==> src/rtl/muldiv_pkg.sv <==
// muldiv_pkg: shared constants for the iterative multiply/divide unit.
//   - op encodings (OP_MUL, OP_DIVU, OP_REMU; 2'b11 executes as MUL)
//   - FSM state constants (ST_IDLE, ST_RUN, ST_DONE)
//   - ITER: iterations per operation, DIV0_QUOT: quotient for divide by zero
//   - op_is_div(): true for the two division flavours
package muldiv_pkg;

  localparam int WIDTH_DEF = 16;
  localparam int ITER      = WIDTH_DEF;

  localparam logic [WIDTH_DEF-1:0] DIV0_QUOT = '1;

  localparam logic [1:0] OP_MUL  = 2'b00;
  localparam logic [1:0] OP_DIVU = 2'b01;
  localparam logic [1:0] OP_REMU = 2'b10;

  typedef logic [1:0] state_t;
  localparam state_t ST_IDLE = 2'd0;
  localparam state_t ST_RUN  = 2'd1;
  localparam state_t ST_DONE = 2'd2;

  function automatic logic op_is_div(input logic [1:0] op);
    return (op == OP_DIVU) || (op == OP_REMU);
  endfunction

endpackage

==> src/rtl/muldiv_step.sv <==
// muldiv_step: combinational single-iteration datapath, MSB first.
//   is_div_i : 1 = restoring-division step, 0 = shift-add multiply step
//   md_i     : multiplicand (MUL) or divisor (DIV)
//   sh_i     : multiplier (MUL) or dividend-in/quotient-out shift register (DIV)
//   acc_i    : product accumulator (MUL) or partial remainder in low bits (DIV)
//   acc_o    : next accumulator
//   sh_o     : next shift register
module muldiv_step
  import muldiv_pkg::*;
#(
  parameter int WIDTH = 16
) (
  input  logic               is_div_i,
  input  logic [WIDTH-1:0]   md_i,
  input  logic [WIDTH-1:0]   sh_i,
  input  logic [2*WIDTH-1:0] acc_i,
  output logic [2*WIDTH-1:0] acc_o,
  output logic [WIDTH-1:0]   sh_o
);

  logic [WIDTH:0] trial;
  logic [WIDTH:0] rem_n;
  logic           qbit;

  always_comb begin
    // Bring the next dividend bit into the partial remainder; WIDTH+1 bits
    // so the trial value can exceed the divisor without overflowing.
    trial = {acc_i[WIDTH-1:0], sh_i[WIDTH-1]};
    qbit  = (trial >= {1'b0, md_i});
    rem_n = qbit ? (trial - {1'b0, md_i}) : trial;
    if (is_div_i) begin
      // A zero divisor always "fits", giving an all-ones quotient and the
      // dividend as remainder with no special casing.
      acc_o = {{(WIDTH-1){1'b0}}, rem_n};
      sh_o  = {sh_i[WIDTH-2:0], qbit};
    end else begin
      acc_o = (acc_i << 1) + (sh_i[WIDTH-1] ? {{WIDTH{1'b0}}, md_i} : '0);
      sh_o  = sh_i << 1;
    end
  end

endmodule

==> src/rtl/muldiv_unit.sv <==
// muldiv_unit: iterative 16-bit MUL / DIVU / REMU with register-file write-back.
//   clk, rst            : clock, synchronous active-high reset
//   start_i             : issue request, sampled only while idle
//   op_i, op_a_i,op_b_i : operation and unsigned operands
//   dest_i              : destination register
//   busy_o              : operation in flight (RUN or DONE)
//   done_o, wb_we_o     : one-cycle result-valid pulse
//   wb_data_o, wb_addr_o: result and destination, held until the next result
//   dbg_state_o         : current FSM state
//
// Handshake: a request is accepted on a rising edge where start_i=1 and
// busy_o=0; the issuer must hold request fields stable only for that edge.
// There is no back-pressure on the result: done_o/wb_we_o pulse once and
// the consumer must take the write-back in that cycle.
module muldiv_unit
  import muldiv_pkg::*;
#(
  parameter int WIDTH  = 16,
  parameter int ADDR_W = 3
) (
  input  logic              clk,
  input  logic              rst,
  input  logic              start_i,
  input  logic [1:0]        op_i,
  input  logic [WIDTH-1:0]  op_a_i,
  input  logic [WIDTH-1:0]  op_b_i,
  input  logic [ADDR_W-1:0] dest_i,
  output logic              busy_o,
  output logic              done_o,
  output logic [WIDTH-1:0]  wb_data_o,
  output logic [ADDR_W-1:0] wb_addr_o,
  output logic              wb_we_o,
  output logic [1:0]        dbg_state_o
);

  localparam int CNT_W = $clog2(WIDTH);

  state_t              state_q, state_d;
  logic [CNT_W-1:0]    cnt_q, cnt_d;
  logic [1:0]          op_q, op_d;
  logic [WIDTH-1:0]    md_q, md_d;
  logic [WIDTH-1:0]    sh_q, sh_d;
  logic [2*WIDTH-1:0]  acc_q, acc_d;
  logic [ADDR_W-1:0]   dest_q, dest_d;
  logic                done_q, done_d;
  logic [WIDTH-1:0]    wb_data_q, wb_data_d;
  logic [ADDR_W-1:0]   wb_addr_q, wb_addr_d;

  logic [2*WIDTH-1:0]  acc_n;
  logic [WIDTH-1:0]    sh_n;
  logic                last_iter;

  muldiv_step #(.WIDTH(WIDTH)) u_step (
    .is_div_i (op_is_div(op_q)),
    .md_i     (md_q),
    .sh_i     (sh_q),
    .acc_i    (acc_q),
    .acc_o    (acc_n),
    .sh_o     (sh_n)
  );

  assign last_iter = (cnt_q == CNT_W'(WIDTH - 1));

  always_comb begin
    state_d   = state_q;
    cnt_d     = cnt_q;
    op_d      = op_q;
    md_d      = md_q;
    sh_d      = sh_q;
    acc_d     = acc_q;
    dest_d    = dest_q;
    done_d    = 1'b0;
    wb_data_d = wb_data_q;
    wb_addr_d = wb_addr_q;
    case (state_q)
      ST_IDLE: begin
        if (start_i) begin
          op_d    = op_i;
          md_d    = op_b_i;
          sh_d    = op_a_i;
          acc_d   = '0;
          cnt_d   = '0;
          dest_d  = dest_i;
          state_d = ST_RUN;
        end
      end
      ST_RUN: begin
        acc_d = acc_n;
        sh_d  = sh_n;
        cnt_d = cnt_q + CNT_W'(1);
        if (last_iter) begin
          // Result is taken from the final step's outputs so it lands in
          // the write-back register on the same edge as the last iteration.
          state_d   = ST_DONE;
          done_d    = 1'b1;
          wb_data_d = (op_q == OP_DIVU) ? sh_n : acc_n[WIDTH-1:0];
          wb_addr_d = dest_q;
        end
      end
      ST_DONE: state_d = ST_IDLE;
      default: state_d = ST_IDLE;
    endcase
  end

  always_ff @(posedge clk) begin
    if (rst) begin
      state_q   <= ST_IDLE;
      cnt_q     <= '0;
      op_q      <= OP_MUL;
      md_q      <= '0;
      sh_q      <= '0;
      acc_q     <= '0;
      dest_q    <= '0;
      done_q    <= 1'b0;
      wb_data_q <= '0;
      wb_addr_q <= '0;
    end else begin
      state_q   <= state_d;
      cnt_q     <= cnt_d;
      op_q      <= op_d;
      md_q      <= md_d;
      sh_q      <= sh_d;
      acc_q     <= acc_d;
      dest_q    <= dest_d;
      done_q    <= done_d;
      wb_data_q <= wb_data_d;
      wb_addr_q <= wb_addr_d;
    end
  end

  assign busy_o      = (state_q != ST_IDLE);
  assign done_o      = done_q;
  assign wb_we_o     = done_q;
  assign wb_data_o   = wb_data_q;
  assign wb_addr_o   = wb_addr_q;
  assign dbg_state_o = state_q;

endmodule

==> config.mk <==
export PLATFORM = sky130hd
export DESIGN_NAME = muldiv_unit
export DESIGN_NICKNAME = d
export VERILOG_FILES = /design/src/rtl/muldiv_pkg.sv /design/src/rtl/muldiv_step.sv /design/src/rtl/muldiv_unit.sv
export SDC_FILE = /design/constraint.sdc
export NUM_CORES = 1
export LEC_CHECK = 0
export BUFFER_PORTS_ARGS = -buffer_cell sky130_fd_sc_hd__buf_4
export CORE_ASPECT_RATIO = 0.5
export CORE_MARGIN = 3
export CORE_UTILIZATION = 35
export DETAILED_ROUTE_END_ITERATION = 10
export PLACE_DENSITY_LB_ADDON = 0.12
export SYNTH_ARGS = -nofsm -noshare
export SYNTH_HDL_FRONTEND = slang
export SYNTH_SLANG_ARGS = --single-unit
==> constraint.sdc <==
create_clock -name clk -period 6.1 [get_ports clk]
set_input_delay 1.22 -clock clk [delete_from_list [all_inputs] [get_ports clk]]
set_output_delay 1.22 -clock clk [all_outputs]
set_load 0.02 [all_outputs]
==> flow_summary.json <==
{
  "status": "complete, no violations",
  "rsz0062_at_grt": "no",
  "grt-ovfl-total": 0,
  "synth_edf_count": 0,
  "path_cells": "inv_1, ha_1, inv_1, fa_1, a21oi_1, o21ai_0, a2111oi_0, nor3_1, xor2_1, mux2_4, o21ai_1, a21oi_1",
  "layout.cells.non_filler": 930,
  "yosys_warnings": 0,
  "cts_made_buffers": 9,
  "crit_path_end_kind": "register",
  "ctsLongestPathBuffers": 2,
  "fin_crit_ns": 3.36,
  "viasPerCell": 5.42,
  "postSynthAreaPerCell_um2": 7.52,
  "syn_inst": 692,
  "min_path_type": "reg2reg",
  "dieArea_um2": 16500,
  "antenna_found_initial": 0,
  "clkSinkCount": 79,
  "p_per_area_nw_per_um2": 262,
  "clkTransAtPathRegs_ns": 0.07,
  "fin_nets": 808,
  "maxCapViolCount": 0,
  "crit_buf_inv": 2,
  "insertion_delay_ns": 0.35,
  "synth_seq_cells": 79,
  "synth_cell_types": 76,
  "dieWidth_um": 178,
  "synthTopCellsByArea": "dfxtp_1 30%, a21oi_1 8.3%, ha_1 7.9%",
  "routed_wl_um": 16000,
  "worst_slew_pin_slew_ns": 0.751,
  "slew-limit-headroom_pct": 49.9,
  "period_share_pct": 55.1,
  "area_delta_synth_final_pct": 17.3,
  "grt_use_met3_pct": 3.93,
  "critPathSlowestCell": "a2111oi_0",
  "synth_fp_nets": 767,
  "yosys.area.top_type_share_pct": 30.4,
  "leakagePower_nw": 2.51,
  "hold_buffers": 0,
  "finalPower_mw": 1.60,
  "vias": 5044,
  "ir_drop_uv": 125,
  "tns_ns": 0,
  "drtAntennaViolNets": 0,
  "wl_per_cell_um": 17.2,
  "slew_viol_final": 0,
  "cts_setup_buffers": 0,
  "cts_tree": "done",
  "gr-usage-met1_pct": 32.2,
  "grt_usage_pct": 19.4,
  "hpwl_um": 11600,
  "grt_pass1_wl_um": 25200,
  "fin_hold_ws_ns": 0.452,
  "ys.flop_type": "dfxtp_1",
  "cts-root-buf": "clkbuf_16",
  "htreeDepth": 3,
  "fin_worst_skew_ns": 0.00913,
  "grt_pass1_vias": 4466,
  "worst_ep_arrival_time_ns": 3.59,
  "drc": 0,
  "cp_slowest_stage_delay_ns": 0.43,
  "dr.pass1.iters": 5,
  "dp.cells": 914,
  "ys_seq_area_share_pct": 30.4,
  "coreArea_um2": 14000,
  "startpoint_type": "register",
  "io_pins": 64,
  "crit_required_ns": 6.33,
  "cts_resized": 0,
  "netlist_area_um2": 5200,
  "globalplace.congestion": 0.868,
  "initial_core_util_pct": 37.1,
  "top_usage_layer": "met1",
  "use_met2_pct": 25.0,
  "timing.fmax_mhz": 298,
  "drive_gt1_share_pct": 15.9,
  "rows": 30,
  "async_reset_ff_share_pct": 0,
  "grt_start_max_net_pins": 67,
  "crit_family": "compound AO/OA/AOI/OAI gates",
  "synth_top_cell_by_area": "dfxtp_1",
  "setup.worst_path.class": "reg2reg",
  "drtIter0Drc": 392,
  "setup_viol": 0,
  "worstPathMaxFanout": 15,
  "hold_viol_final": 0,
  "chipHeight_um": 92.2,
  "io_buffers": 63,
  "antenna-diode-count": 0
}
==> logic make-up after synthesis <==
kind of cell	Yosys count	synth area share (%)
AND/OR/NAND/NOR	252	22.1
adder cells (fa/ha/maj)	35	8.71
XOR/XNOR	18	3.03
AO/OA/AOI/OAI	226	28.7
multiplexers	4	0.938
buffers and inverters	78	6.18
flip-flops	79	30.4
==> registers in the layout (all words and copies together) (netlist names) <==
signal / flops
dest_q: 3
cnt_q: 4
dbg_state_o: 2
wb_data_o: 16
sh_q: 16
wb_addr_o: 3
acc_q: 16
op_q: 2
done_o: 1
md_q: 16
==> per-stage QoR <==
step	util [%]	worst slack, ns	cell area, um^2
detailed placement	41.3	2.82	5790
finish	43.5	2.74	6100
CTS	43.5	2.79	6100
floorplan	-	3.19	5200
global route	43.5	2.34	6100
global placement	41.3	2.86	5790
==> layer usage <==
layer,up-vias,part of all wire (%)
met2,177,37
met1,2305,55
met5,-,0
met3,9,6.9
met4,0,0.55
li1,2553,-
==> path summary, 6_finish.rpt <==
kind,startpoint,endpoint,slack (ns),cells past startpoint
worst max-delay path,sh_q[15]$_SDFFE_PP0P_,wb_data_o[8]$_SDFFE_PP0P_,2.74,12
worst min-delay path,dest_q[2]$_SDFFE_PP0P_,wb_addr_o[2]$_SDFFE_PP0P_,0.45,2
worst max register to register,sh_q[15]$_SDFFE_PP0P_,wb_data_o[8]$_SDFFE_PP0P_,2.74,12
worst min register to register,dest_q[2]$_SDFFE_PP0P_,wb_addr_o[2]$_SDFFE_PP0P_,0.45,2
==> power by group <==
part	switching [mW]	leakage [nW]	internal, mW
combinational	0.285	1.71	0.176
sequential	0.0270	0.645	0.542
clock	0.244	0.152	0.323
==> cell usage in the layout (no fill, tap or decap), types with 6 or more instances in the layout <==
cell type  netlist  final
inv_1           36     36
o21ai_0         32     32
a21oi_1         86     86
nand3_1         29     29
o21a_1           6      6
a31oi_1          6      6
ha_1            33     33
nor3_1           9      9
nor2_1          64     64
dfxtp_1         79     79
clkbuf_16        0      9
a311oi_1        20     20
xnor2_1         15     15
buf_4            2     70
o21ai_1         12     12
a211oi_1         7      7
o211ai_1        10     10
nand2_1        105    104
==> worst min-delay path: stages, from the launching register on <==
cell	delay (ns)
dfxtp_1	0.31
nand2_1	0.05
a21oi_1	0.05
==> cells in the mapped netlist, types with 3 or more instances <==
cell type    n
inv_1       36
buf_1        6
nand2_1    105
or3_1        3
nand2_2      4
nand4_1      4
o21ai_0     32
nor3_1       9
a311oi_1    20
o21ai_1     12
a211o_1      4
a31oi_1      6
nor4_1       3
ha_1        33
nand3b_1     3
dfxtp_1     79
o211ai_1    10
o21a_1       6
nand2b_1     6
and2_1       4
xor2_1       3
mux2_1       3
a211oi_1     7
nor2_1      64
o31ai_1      3
a21o_1       5
xnor2_1     15
nand3_1     29
clkbuf_1    28
a21oi_2      3
a21oi_1     86
==> cell type report <==
type / instances / area [um^2]
multi-input cells: 535 / 3300
well taps: 192 / 240
clock inverters: 7 / 81.3
repair buffers: 70 / 526
fillers: 1499 / 7940
clock buffers: 9 / 225
inverters: 38 / 143
flip-flops and latches: 79 / 1580
Power figures use the tool's default switching activity.
